--- src/rtl/cpu_decode_pkg.sv ---
// Shared types and constants for the RISC-V decode stage: opcode encodings,
// decoded class flags, illegal-instruction causes and buffer occupancy states.
package cpu_decode_pkg;

    localparam logic [6:0] OPC_LOAD      = 7'b0000011;
    localparam logic [6:0] OPC_STORE     = 7'b0100011;
    localparam logic [6:0] OPC_OP_IMM    = 7'b0010011;
    localparam logic [6:0] OPC_OP        = 7'b0110011;
    localparam logic [6:0] OPC_LUI       = 7'b0110111;
    localparam logic [6:0] OPC_AUIPC     = 7'b0010111;
    localparam logic [6:0] OPC_BRANCH    = 7'b1100011;
    localparam logic [6:0] OPC_JAL       = 7'b1101111;
    localparam logic [6:0] OPC_JALR      = 7'b1100111;
    localparam logic [6:0] OPC_SYSTEM    = 7'b1110011;
    localparam logic [6:0] OPC_FENCE     = 7'b0001111;
    localparam logic [6:0] OPC_OP_IMM_32 = 7'b0011011;
    localparam logic [6:0] OPC_OP_32     = 7'b0111011;

    localparam logic [6:0] FUNCT7_MULDIV = 7'b0000001;

    typedef struct packed {
        logic load;
        logic store;
        logic op_imm;
        logic op;
        logic lui;
        logic auipc;
        logic branch;
        logic jal;
        logic jalr;
        logic system;
        logic fence;
        logic mul_div;
        logic word;
    } decode_ctrl_t;

    typedef enum logic [2:0] {
        ILL_NONE,
        ILL_QUADRANT,
        ILL_OPCODE,
        ILL_WORD_RV32,
        ILL_SHIFT,
        ILL_NO_M,
        ILL_NO_FENCE
    } illegal_e;

    typedef enum logic [1:0] {
        OCC_EMPTY,
        OCC_MAIN,
        OCC_FULL
    } occ_e;

endpackage

--- src/rtl/cpu_decode_if.sv ---
// Valid/ready instruction bus into the decode stage and decoded-entry bus out of it.
interface cpu_decode_if #(
    parameter int XLEN = 32
) ();
    import cpu_decode_pkg::*;

    logic            in_valid;
    logic            in_ready;
    logic [31:0]     in_instr;
    logic [XLEN-1:0] in_pc;
    logic            out_valid;
    logic            out_ready;
    logic [XLEN-1:0] out_pc;
    logic [6:0]      out_opcode;
    logic [4:0]      out_rd;
    logic [2:0]      out_funct3;
    logic [4:0]      out_rs1;
    logic [4:0]      out_rs2;
    logic [6:0]      out_funct7;
    logic [XLEN-1:0] out_imm;
    decode_ctrl_t    out_ctrl;
    logic            out_illegal;

    modport master (
        output in_valid, in_instr, in_pc, out_ready,
        input  in_ready, out_valid, out_pc, out_opcode, out_rd, out_funct3,
               out_rs1, out_rs2, out_funct7, out_imm, out_ctrl, out_illegal
    );

    modport slave (
        input  in_valid, in_instr, in_pc, out_ready,
        output in_ready, out_valid, out_pc, out_opcode, out_rd, out_funct3,
               out_rs1, out_rs2, out_funct7, out_imm, out_ctrl, out_illegal
    );
endinterface

--- src/rtl/cpu_decode_logic.sv ---
// Purely combinational RISC-V field extraction, immediate formation,
// class-flag decode and illegal-instruction detection.
module cpu_decode_logic
    import cpu_decode_pkg::*;
#(
    parameter int XLEN         = 32,
    parameter int HAS_M        = 1,
    parameter int HAS_ZIFENCEI = 1
) (
    input  logic [31:0]     instr,
    output logic [6:0]      opcode,
    output logic [4:0]      rd,
    output logic [2:0]      funct3,
    output logic [4:0]      rs1,
    output logic [4:0]      rs2,
    output logic [6:0]      funct7,
    output logic [XLEN-1:0] imm,
    output decode_ctrl_t    ctrl,
    output logic            illegal
);
    logic [XLEN-1:0] imm_i, imm_s, imm_b, imm_j, imm_u, shamt5, shamt6;
    logic [31:0]     u32;
    logic            is_shift, shift7_ok, shift6_ok;
    illegal_e        cls;

    assign opcode = instr[6:0];
    assign rd     = instr[11:7];
    assign funct3 = instr[14:12];
    assign rs1    = instr[19:15];
    assign rs2    = instr[24:20];
    assign funct7 = instr[31:25];

    assign u32    = {instr[31:12], 12'b0};
    assign imm_i  = {{(XLEN-12){instr[31]}}, instr[31:20]};
    assign imm_s  = {{(XLEN-12){instr[31]}}, instr[31:25], instr[11:7]};
    assign imm_b  = {{(XLEN-13){instr[31]}}, instr[31], instr[7], instr[30:25], instr[11:8], 1'b0};
    assign imm_j  = {{(XLEN-21){instr[31]}}, instr[31], instr[19:12], instr[20], instr[30:21], 1'b0};
    assign imm_u  = {{(XLEN-31){u32[31]}}, u32[30:0]};
    assign shamt5 = {{(XLEN-5){1'b0}}, instr[24:20]};
    assign shamt6 = {{(XLEN-6){1'b0}}, instr[25:20]};

    assign is_shift  = (funct3 == 3'b001) || (funct3 == 3'b101);
    assign shift7_ok = (funct7 == 7'b0000000) || (funct7 == 7'b0100000);
    assign shift6_ok = (instr[31:26] == 6'b000000) || (instr[31:26] == 6'b010000);

    // word and mul_div are modifiers riding on op_imm/op, not classes of their own
    always_comb begin
        ctrl = '0;
        imm  = '0;
        cls  = ILL_NONE;
        case (opcode)
            OPC_LOAD:   begin ctrl.load   = 1'b1; imm = imm_i; end
            OPC_STORE:  begin ctrl.store  = 1'b1; imm = imm_s; end
            OPC_LUI:    begin ctrl.lui    = 1'b1; imm = imm_u; end
            OPC_AUIPC:  begin ctrl.auipc  = 1'b1; imm = imm_u; end
            OPC_BRANCH: begin ctrl.branch = 1'b1; imm = imm_b; end
            OPC_JAL:    begin ctrl.jal    = 1'b1; imm = imm_j; end
            OPC_JALR:   begin ctrl.jalr   = 1'b1; imm = imm_i; end
            OPC_SYSTEM: begin ctrl.system = 1'b1; imm = imm_i; end
            OPC_FENCE: begin
                if (HAS_ZIFENCEI != 0) begin
                    ctrl.fence = 1'b1;
                    imm        = imm_i;
                end else begin
                    cls = ILL_NO_FENCE;
                end
            end
            OPC_OP_IMM: begin
                ctrl.op_imm = 1'b1;
                imm         = imm_i;
                if (is_shift) begin
                    if (XLEN == 64) begin
                        imm = shamt6;
                        if (!shift6_ok) cls = ILL_SHIFT;
                    end else begin
                        imm = shamt5;
                        if (!shift7_ok) cls = ILL_SHIFT;
                    end
                end
            end
            OPC_OP_IMM_32: begin
                if (XLEN != 64) begin
                    cls = ILL_WORD_RV32;
                end else begin
                    ctrl.op_imm = 1'b1;
                    ctrl.word   = 1'b1;
                    imm         = imm_i;
                    if (is_shift) begin
                        imm = shamt5;
                        if (!shift7_ok) cls = ILL_SHIFT;
                    end
                end
            end
            OPC_OP, OPC_OP_32: begin
                ctrl.op   = 1'b1;
                ctrl.word = (opcode == OPC_OP_32);
                if (opcode == OPC_OP_32 && XLEN != 64) begin
                    cls = ILL_WORD_RV32;
                end else if (funct7 == FUNCT7_MULDIV) begin
                    if (HAS_M != 0) ctrl.mul_div = 1'b1;
                    else            cls = ILL_NO_M;
                end
            end
            default: cls = ILL_OPCODE;
        endcase
        if (instr[1:0] != 2'b11) cls = ILL_QUADRANT;
        if (cls != ILL_NONE) ctrl = '0;
        illegal = (cls != ILL_NONE);
    end
endmodule

--- src/rtl/cpu_decode_stage.sv ---
// Decode pipeline stage: decodes on the input side and buffers results in a
// main entry plus a skid entry so in_ready can come straight from a flop.
module cpu_decode_stage
    import cpu_decode_pkg::*;
#(
    parameter int XLEN         = 32,
    parameter int HAS_M        = 1,
    parameter int HAS_ZIFENCEI = 1
) (
    input  logic         clk,
    input  logic         reset_n,
    input  logic         flush,
    cpu_decode_if.slave  bus
);
    typedef struct packed {
        logic [XLEN-1:0] pc;
        logic [6:0]      opcode;
        logic [4:0]      rd;
        logic [2:0]      funct3;
        logic [4:0]      rs1;
        logic [4:0]      rs2;
        logic [6:0]      funct7;
        logic [XLEN-1:0] imm;
        decode_ctrl_t    ctrl;
        logic            illegal;
    } entry_t;

    entry_t          dec_entry, main_q, main_next, skid_q, skid_next;
    occ_e            state, state_next;
    logic            in_ready_q, in_fire, out_fire;
    logic [6:0]      dec_opcode, dec_funct7;
    logic [4:0]      dec_rd, dec_rs1, dec_rs2;
    logic [2:0]      dec_funct3;
    logic [XLEN-1:0] dec_imm;
    decode_ctrl_t    dec_ctrl;
    logic            dec_illegal;

    cpu_decode_logic #(
        .XLEN         (XLEN),
        .HAS_M        (HAS_M),
        .HAS_ZIFENCEI (HAS_ZIFENCEI)
    ) u_logic (
        .instr   (bus.in_instr),
        .opcode  (dec_opcode),
        .rd      (dec_rd),
        .funct3  (dec_funct3),
        .rs1     (dec_rs1),
        .rs2     (dec_rs2),
        .funct7  (dec_funct7),
        .imm     (dec_imm),
        .ctrl    (dec_ctrl),
        .illegal (dec_illegal)
    );

    always_comb begin
        dec_entry.pc      = bus.in_pc;
        dec_entry.opcode  = dec_opcode;
        dec_entry.rd      = dec_rd;
        dec_entry.funct3  = dec_funct3;
        dec_entry.rs1     = dec_rs1;
        dec_entry.rs2     = dec_rs2;
        dec_entry.funct7  = dec_funct7;
        dec_entry.imm     = dec_imm;
        dec_entry.ctrl    = dec_ctrl;
        dec_entry.illegal = dec_illegal;
    end

    // A flushed cycle never accepts, so the incoming word is silently dropped
    assign in_fire  = bus.in_valid && in_ready_q && !flush;
    assign out_fire = (state != OCC_EMPTY) && bus.out_ready;

    always_comb begin
        state_next = state;
        main_next  = main_q;
        skid_next  = skid_q;
        if (flush) begin
            state_next = OCC_EMPTY;
        end else begin
            case (state)
                OCC_EMPTY: begin
                    if (in_fire) begin
                        main_next  = dec_entry;
                        state_next = OCC_MAIN;
                    end
                end
                OCC_MAIN: begin
                    if (out_fire) begin
                        if (in_fire) main_next  = dec_entry;
                        else         state_next = OCC_EMPTY;
                    end else if (in_fire) begin
                        skid_next  = dec_entry;
                        state_next = OCC_FULL;
                    end
                end
                OCC_FULL: begin
                    if (out_fire) begin
                        main_next  = skid_q;
                        state_next = OCC_MAIN;
                    end
                end
                default: state_next = OCC_EMPTY;
            endcase
        end
    end

    always_ff @(posedge clk) begin
        if (!reset_n) begin
            state      <= OCC_EMPTY;
            main_q     <= '0;
            skid_q     <= '0;
            in_ready_q <= 1'b1;
        end else begin
            state      <= state_next;
            main_q     <= main_next;
            skid_q     <= skid_next;
            in_ready_q <= (state_next != OCC_FULL);
        end
    end

    assign bus.in_ready    = in_ready_q;
    assign bus.out_valid   = (state != OCC_EMPTY);
    assign bus.out_pc      = main_q.pc;
    assign bus.out_opcode  = main_q.opcode;
    assign bus.out_rd      = main_q.rd;
    assign bus.out_funct3  = main_q.funct3;
    assign bus.out_rs1     = main_q.rs1;
    assign bus.out_rs2     = main_q.rs2;
    assign bus.out_funct7  = main_q.funct7;
    assign bus.out_imm     = main_q.imm;
    assign bus.out_ctrl    = main_q.ctrl;
    assign bus.out_illegal = main_q.illegal;
endmodule

--- src/flat_wrapper.sv ---
// flat-port wrapper written by rule: the top's interface ports become plain ports
module cpu_decode_stage_flat import cpu_decode_pkg::*;
#(
    parameter int XLEN         = 32,
    parameter int HAS_M        = 1,
    parameter int HAS_ZIFENCEI = 1
)
  (clk, reset_n, flush, bus_in_valid, bus_in_instr, bus_in_pc, bus_out_ready, bus_in_ready, bus_out_valid, bus_out_pc, bus_out_opcode, bus_out_rd, bus_out_funct3, bus_out_rs1, bus_out_rs2, bus_out_funct7, bus_out_imm, bus_out_ctrl, bus_out_illegal);
  cpu_decode_if #(.XLEN(XLEN)) bus_i ();
  input  logic clk;
  input  logic reset_n;
  input  logic flush;
  input wire logic [$bits(bus_i.in_valid)-1:0] bus_in_valid;
  input wire logic [$bits(bus_i.in_instr)-1:0] bus_in_instr;
  input wire logic [$bits(bus_i.in_pc)-1:0] bus_in_pc;
  input wire logic [$bits(bus_i.out_ready)-1:0] bus_out_ready;
  output wire logic [$bits(bus_i.in_ready)-1:0] bus_in_ready;
  output wire logic [$bits(bus_i.out_valid)-1:0] bus_out_valid;
  output wire logic [$bits(bus_i.out_pc)-1:0] bus_out_pc;
  output wire logic [$bits(bus_i.out_opcode)-1:0] bus_out_opcode;
  output wire logic [$bits(bus_i.out_rd)-1:0] bus_out_rd;
  output wire logic [$bits(bus_i.out_funct3)-1:0] bus_out_funct3;
  output wire logic [$bits(bus_i.out_rs1)-1:0] bus_out_rs1;
  output wire logic [$bits(bus_i.out_rs2)-1:0] bus_out_rs2;
  output wire logic [$bits(bus_i.out_funct7)-1:0] bus_out_funct7;
  output wire logic [$bits(bus_i.out_imm)-1:0] bus_out_imm;
  output wire logic [$bits(bus_i.out_ctrl)-1:0] bus_out_ctrl;
  output wire logic [$bits(bus_i.out_illegal)-1:0] bus_out_illegal;
  assign bus_i.in_valid = bus_in_valid;
  assign bus_i.in_instr = bus_in_instr;
  assign bus_i.in_pc = bus_in_pc;
  assign bus_i.out_ready = bus_out_ready;
  assign bus_in_ready = bus_i.in_ready;
  assign bus_out_valid = bus_i.out_valid;
  assign bus_out_pc = bus_i.out_pc;
  assign bus_out_opcode = bus_i.out_opcode;
  assign bus_out_rd = bus_i.out_rd;
  assign bus_out_funct3 = bus_i.out_funct3;
  assign bus_out_rs1 = bus_i.out_rs1;
  assign bus_out_rs2 = bus_i.out_rs2;
  assign bus_out_funct7 = bus_i.out_funct7;
  assign bus_out_imm = bus_i.out_imm;
  assign bus_out_ctrl = bus_i.out_ctrl;
  assign bus_out_illegal = bus_i.out_illegal;
  cpu_decode_stage #(.XLEN(XLEN), .HAS_M(HAS_M), .HAS_ZIFENCEI(HAS_ZIFENCEI)) u_core (.clk(clk), .reset_n(reset_n), .flush(flush), .bus(bus_i));
endmodule
--- config.mk ---
export PLATFORM = sky130hd
export DESIGN_NAME = cpu_decode_stage_flat
export DESIGN_NICKNAME = d
export VERILOG_FILES = /design/src/rtl/cpu_decode_pkg.sv /design/src/rtl/cpu_decode_if.sv /design/src/rtl/cpu_decode_logic.sv /design/src/rtl/cpu_decode_stage.sv /design/src/flat_wrapper.sv
export SDC_FILE = /design/constraint.sdc
export NUM_CORES = 1
export LEC_CHECK = 0
export ABC_AREA = 1
export CORE_MARGIN = 3
export CORE_UTILIZATION = 40
export CTS_CLUSTER_SIZE = 24
export DETAILED_ROUTE_END_ITERATION = 6
export PLACE_DENSITY = 0.66
export REMOVE_ABC_BUFFERS = 1
export SLEW_MARGIN = 20
export SYNTH_ARGS = -nofsm -noshare
export SYNTH_HDL_FRONTEND = slang
export SYNTH_SLANG_ARGS = --single-unit
--- constraint.sdc ---
create_clock -name clk -period 1.7 [get_ports clk]
set_clock_uncertainty 0.15 [all_clocks]
set_input_delay 0.34 -clock clk [delete_from_list [all_inputs] [get_ports clk]]
set_output_delay 0.34 -clock clk [all_outputs]
set_load 0.02 [all_outputs]
==> results.yml, run 1 <==
logic_synthesis:
  synth_common_cells: "nand2_1, dfxtp_1, a21oi_1"
  synth_top_area_share_pct: 47.38
  synth_area_um2: 9423
  synth_area_leaders: "dfxtp_1, nand2_1, a21oi_1, o21ai_0, a31oi_1"
  syn_inst: 1295
  post_synth.cell_area_avg_um2: 7.276
  synth_edf_count: 0
  ys_types: 31
  ys_warn_count: 0
  synthArstFlopShare_pct: 0
  synthFlopType: "dfxtp_1"
  yosys.area.top_type: "dfxtp_1"
  synth_seq_cells: 223
  synth_most_common_cell: "nand2_1"
  ys_seq_area_share_pct: 47.38
min_path:
  hold_class: "primary input to flip-flop"
critical_path:
  reg2reg_slack_ns: -0.04
  end_kind: "flip-flop"
  critPathLaunchType: "flip-flop"
  path_class: "flip-flop to flip-flop"
  critPathMaxFanout: 8
  arrival_ns: 2.02
  required_ns: 1.99
timing:
  setup_slack_ns: -0.03673
  hold-worst-slack_ns: -0.009499
  fin_crit_ns: 1.737
  finalHoldViolations: 1
  finalSetupViolations: 4
  fmax_ghz: 0.5758
  rsz0062_at_grt: "true"
  fin_crit_sh_pct: 102.2
  slew_headroom_pct: 68.07
  worst_pin_slew_ns: 0.4785
  slew_viol_final: 0
routing:
  wl_mm: 30.82
  drc: 0
  drt_iter0_markers: 913
  drtPass1Iterations: 5
  ant_nets: 0
  viasPerCell: 5.214
  wl_per_cell_um: 16.53
  via_count: 9718
final_layout:
  drive_gt1_share_pct: 20.76
  nets: 1601
  design_area_um2: 13640
  antennaDiodeCount: 0
  fillers: 2094
  syn2layout_area_growth_pct: 44.79
clock_network:
  clkTransAtPathRegs_ns: 0.06
  cts-root-buf: "clkbuf_16"
  cts_tree: "yes"
  clk_path_buf_depth: 3
  numCtsBuffers: 25
  cts_max_level: 1
  cts.sinks: 223
  clock_latency_ns: 0.52
floorplan:
  die-height_um: 159.5
  placementRows: 55
  io_pins: 181
  die_x_um: 159.5
  die_area_um2: 25430
  start_util_pct: 41.12
  coreArea_um2: 22920
power:
  finalPower_mw: 12.17
  p_leak_nw: 5.943
  cellPowerDensity_nw_per_um2: 891.7
  ir_drop_v: 0.0006290
global_routing:
  grt_antenna_before_repair: 1
  grt_pass1_wl_mm: 47.37
  first_global_vias: 9207
  overflow: 0
  grt_max_degree: 58
  grt_usage_pct: 21.97
place:
  gp_congestion: 0.8598
  placed_area_um2: 12210
  dp_hpwl_mm: 18.45
  portBuffers: 180
  dp_slack_ns: -0.7613
outcome:
  violations: "hold timing, setup timing"
  status: "finished, violations left"
job:
  max_cap_violations: 0
## cells in the final DEF, fill, tap and decap left out, types with 5 or more instances in the layout
master and count:
a21oi_1 156, a21oi_2 8, a31oi_1 64, buf_12 24
buf_2 7, buf_4 76, buf_6 7, buf_8 5
clkbuf_16 36, clkbuf_2 37, clkbuf_8 5, clkdlybuf4s15_1 43
clkdlybuf4s15_2 16, clkdlybuf4s50_1 58, clkinv_2 10, dfxtp_1 220
dlygate4sd2_1 15, inv_1 77, inv_2 21, nand2_1 328
nand2_2 6, nand2_4 5, nand3_1 24, nand3_2 10
nand4_1 6, nor2_1 26, nor2_4 6, o21ai_0 110
o21ai_1 63, o21ai_2 18, o21bai_1 25
## per-layer routing
metal | track usage (%) | part of all wire, % | up-vias
li1 | - | - | 4809
met1 | 29.94 | 47 | 4597
met2 | 36.26 | 47 | 267
met5 | 0 | 0.042 | -
met4 | 5.491 | 1.8 | 2
met3 | 3.798 | 5.1 | 43
## where the power goes
part           switching [mW]  leakage (nW)  internal (mW)
clock                    2.19         0.416           3.22
combinational           0.716          3.72          0.589
sequential             0.0808          1.81           5.36
total                    2.99          5.94           9.18
## logic make-up after synthesis
group                  after synthesis  synth area share, %
flip-flops                         223                47.38
AND/OR/NAND/NOR                    424                18.58
AO/OA/AOI/OAI                      448                25.45
buffers and inverters              200                8.591
## path summary, 6_finish.rpt
path	startpoint	end	cells past startpoint
worst max-delay path	u_core.state[1]$_SDFF_PN0_	u_core.bus.out_pc[15]$_SDFFE_PN0P_	9
worst min-delay path	bus_in_instr[3]	u_core.bus.out_opcode[3]$_SDFFE_PN0P_	3
worst max register to register	u_core.state[1]$_SDFF_PN0_	u_core.bus.out_pc[15]$_SDFFE_PN0P_	9
worst min register to register	u_core.skid_q[87]$_SDFFE_PN0P_	u_core.skid_q[87]$_SDFFE_PN0P_	2
## layout make-up
cell class	count	area (um^2)	share of cell area (%)
multi-input combinational	872	4368	32.02
clock buffer	33	705.7	5.172
timing repair buffer	307	3178	23.29
inverter	103	405.4	2.971
sequential	223	4473	32.79
clock inverter	13	121.4	0.8896
tap	313	391.6	2.871
## sequential cells by signal, indices dropped and copies added (netlist names)
register / flops
u_core.skid_q: 110
u_core.bus.out_imm: 32
u_core.bus.out_pc: 32
u_core.bus.out_ctrl: 13
u_core.bus.out_funct7: 7
u_core.bus.out_opcode: 7
u_core.bus.out_rd: 5
u_core.bus.out_rs1: 5
u_core.bus.out_rs2: 5
u_core.bus.out_funct3: 3
u_core.state: 2
u_core.bus.in_ready: 1
u_core.bus.out_illegal: 1
## critical path, cell delays in order, from the launching register on
cell and delay, ns:
dfxtp_4 0.38, inv_4 0.05, nand2_2 0.06, inv_2 0.04
nor3_4 0.17, buf_6 0.19, clkbuf_16 0.21, clkbuf_16 0.15
o21ai_1 0.07, a31oi_1 0.18
## per-stage QoR
| stage | utilization, % | TNS, ns | instances | hold slack [ns] |
|---|---|---|---|---|
| after floorplan | - | -668.92 | 1198 | 0.2731 |
| after global placement | 53.27 | -96.67 | 1792 | 0.2798 |
| after detailed placement | 53.27 | -101.46 | 1792 | 0.2849 |
| after CTS | 57.90 | -0.1971 | 1846 | 0.005513 |
| after global routing | 59.54 | -2.240 | 1864 | 0.01236 |
| final | 59.54 | -0.07569 | 1864 | -0.009499 |
## what timing repair did
action / 4_1_cts / 5_1_grt
pin swaps: 13 / 10
buffers inserted: 5 / 4
gates resized for setup: 233 / 200
cloned: 3 / 13
endpoints found under the setup margin: 248 / 196
hold buffers: 0 / 2
hold endpoints to repair: 0 / 2
No activity file was read; power rests on OpenSTA's default activity.
==> run 2: changes to the inputs <==
--- a/config.mk
+++ b/config.mk
@@ -8,6 +8,7 @@
 export ABC_AREA = 1
 export CORE_MARGIN = 3
 export CORE_UTILIZATION = 40
+export CTS_BUF_LIST = sky130_fd_sc_hd__clkbuf_4 sky130_fd_sc_hd__clkbuf_8 sky130_fd_sc_hd__clkbuf_16
 export CTS_CLUSTER_SIZE = 24
 export DETAILED_ROUTE_END_ITERATION = 6
 export PLACE_DENSITY = 0.66
==> constraint.sdc (replaced) <==
create_clock -name clk -period 2.1 [get_ports clk]
set_clock_uncertainty 0.15 [all_clocks]
set_input_delay 0.42 -clock clk [delete_from_list [all_inputs] [get_ports clk]]
set_output_delay 0.42 -clock clk [all_outputs]
set_load 0.02 [all_outputs]
==> run 2 against run 1 <==
The run now ends clean. Cell count decreased by 2.0%. Via count decreased by 3.6%. Global-route usage decreased by 0.40 points. Highest routed layer is now met4.
==> results.yml, run 2 (same netlist as run 1, synthesis figures left out) <==
timing:
  slew_headroom_pct: 67.95
  hold-worst-slack_ns: 0.1808
  worst_pin_slew_ns: 0.4802
  finalHoldViolations: 0
  finalSetupViolations: 0
  fmax_ghz: 0.4870
  fin_crit_ns: 2.053
  slew_viol_final: 0
  fin_crit_sh_pct: 97.78
  rsz0062_at_grt: "false"
final_layout:
  top_register: "u_core.skid_q"
  antennaDiodeCount: 0
  final_cell_mix: "nand2_1, dfxtp_1, a21oi_1, o21ai_0, clkdlybuf4s50_1"
  drive_gt1_share_pct: 11.83
  largest_reg_flops: 110
  final_cells: 1826
  syn2layout_area_growth_pct: 38.53
  nets: 1563
  design_area_um2: 13050
  layout_commonest_cell: "nand2_1"
  fillers: 2110
floorplan:
  placementRows: 55
  die-height_um: 159.5
  die_area_um2: 25430
  io_pins: 181
  start_util_pct: 41.12
  coreArea_um2: 22920
  die_x_um: 159.5
critical_path:
  worst-path-buf-inv: 1
  path_class: "flip-flop to output pin"
  slowest_stage: "clkdlybuf4s50_1"
  crit_path_max_incr_delay_ns: 0.65
  arrival_ns: 1.48
  path_cells: "clkdlybuf4s50_1"
  required_ns: 1.53
  critPathMaxFanout: 2
  critPathLaunchType: "flip-flop"
  cpLargestDelayFamily: "buffers and inverters"
  end_kind: "output pin"
clock_network:
  clk_path_buf_depth: 3
  cts_hold_buf: 0
  clkTransAtPathRegs_ns: 0.07
  numCtsBuffers: 25
  post_cts_buffers: 0
  cts_max_level: 1
  cts.sinks: 223
  cts_tree: "yes"
  cts-root-buf: "clkbuf_16"
  clock_latency_ns: 0.52
routing:
  wl_per_cell_um: 15.38
  viasPerCell: 5.130
  ant_nets: 0
  drt_iter0_markers: 860
  drc: 0
  wl_mm: 28.08
  drtPass1Iterations: 5
  via_count: 9367
global_routing:
  first_global_vias: 9166
  grt_usage_pct: 21.57
  grt_max_degree: 62
  grt_pass1_wl_mm: 46.72
  grt_antenna_before_repair: 0
  overflow: 0
power:
  p_leak_nw: 5.755
  ir_drop_v: 0.0005201
  finalPower_mw: 10.15
  cellPowerDensity_nw_per_um2: 777.9
place:
  place_inst: 1780
  placed_area_um2: 12110
  gp_congestion: 0.8764
  dp_hpwl_mm: 18.10
  portBuffers: 180
min_path:
  hold_class: "primary input to flip-flop"
job:
  max_cap_violations: 0
outcome:
  status: "finished, final reports clean"
## run 2: cell types whose count changed in the layout (fill, tap and decap cells not counted), sizes merged, moves of 3 or more
cell | previous run | this run
clkbuf | 81 | 32
clkdlybuf4s50 | 58 | 151
dlygate4sd2 | 15 | 10
dlymetal6s2s | 2 | 18
clkdlybuf4s15 | 59 | 0
buf | 123 | 90
bufinv | 2 | 5
## run 2: layout make-up
| cell class | instances | area (um^2) | share of cell area (%) |
|---|---|---|---|
| multi-input combinational | 872 | 4172 | 31.96 |
| tap | 313 | 391.6 | 3.000 |
| inverter | 103 | 390.4 | 2.991 |
| clock inverter | 14 | 206.4 | 1.582 |
| timing repair buffer | 269 | 2725 | 20.88 |
| clock buffer | 32 | 703.2 | 5.387 |
| sequential | 223 | 4466 | 34.21 |
## run 2: final timing paths
| check | startpoint | to | slack, ns | cells after the start |
|---|---|---|---|---|
| setup / recovery | u_core.bus.out_ctrl[1]$_SDFFE_PN0P_ | bus_out_ctrl[1] | 0.05 | 1 |
| hold / removal | reset_n | u_core.bus.out_opcode[4]$_SDFFE_PN0P_ | 0.18 | 3 |
| setup reg to reg | u_core.state[0]$_SDFF_PN0_ | u_core.bus.out_imm[27]$_SDFFE_PN0P_ | 0.32 | 7 |
| hold reg to reg | u_core.skid_q[87]$_SDFFE_PN0P_ | u_core.skid_q[87]$_SDFFE_PN0P_ | 0.29 | 2 |
## run 2: power by group
group / leakage, nW / switching (mW) / total [mW] / internal, mW
registers: 1.81 / 0.0584 / 4.40 / 4.34
clock network: 0.458 / 1.78 / 4.77 / 2.99
logic: 3.49 / 0.525 / 0.983 / 0.457
total: 5.76 / 2.37 / 10.2 / 7.79
## run 2: what timing repair did
item / 4_1_cts / 5_1_grt
endpoints found under the setup margin: 10 / 31
endpoints found under the hold margin: 0 / 0
resized for setup: 11 / 20
## run 2: layer usage
layer	vias to the layer above	share of wire (%)	global-route usage [%]
met3	36	5.1	3.096
met5	-	0	0
met2	272	45	35.19
met1	4346	48	30.22
li1	4713	-	-
met4	0	1.9	5.173
## run 2: through the flow
step / utilization, % / worst slack, ns / setup TNS (ns)
2_1_floorplan: - / -3.175 / -581.28
3_3_place_gp: 52.83 / -0.4032 / -29.85
3_5_place_dp: 52.83 / -0.4536 / -32.76
4_1_cts: 56.75 / 0.002548 / 0
5_1_grt: 56.96 / 0.001608 / 0
6_report: 56.96 / 0.04659 / 0
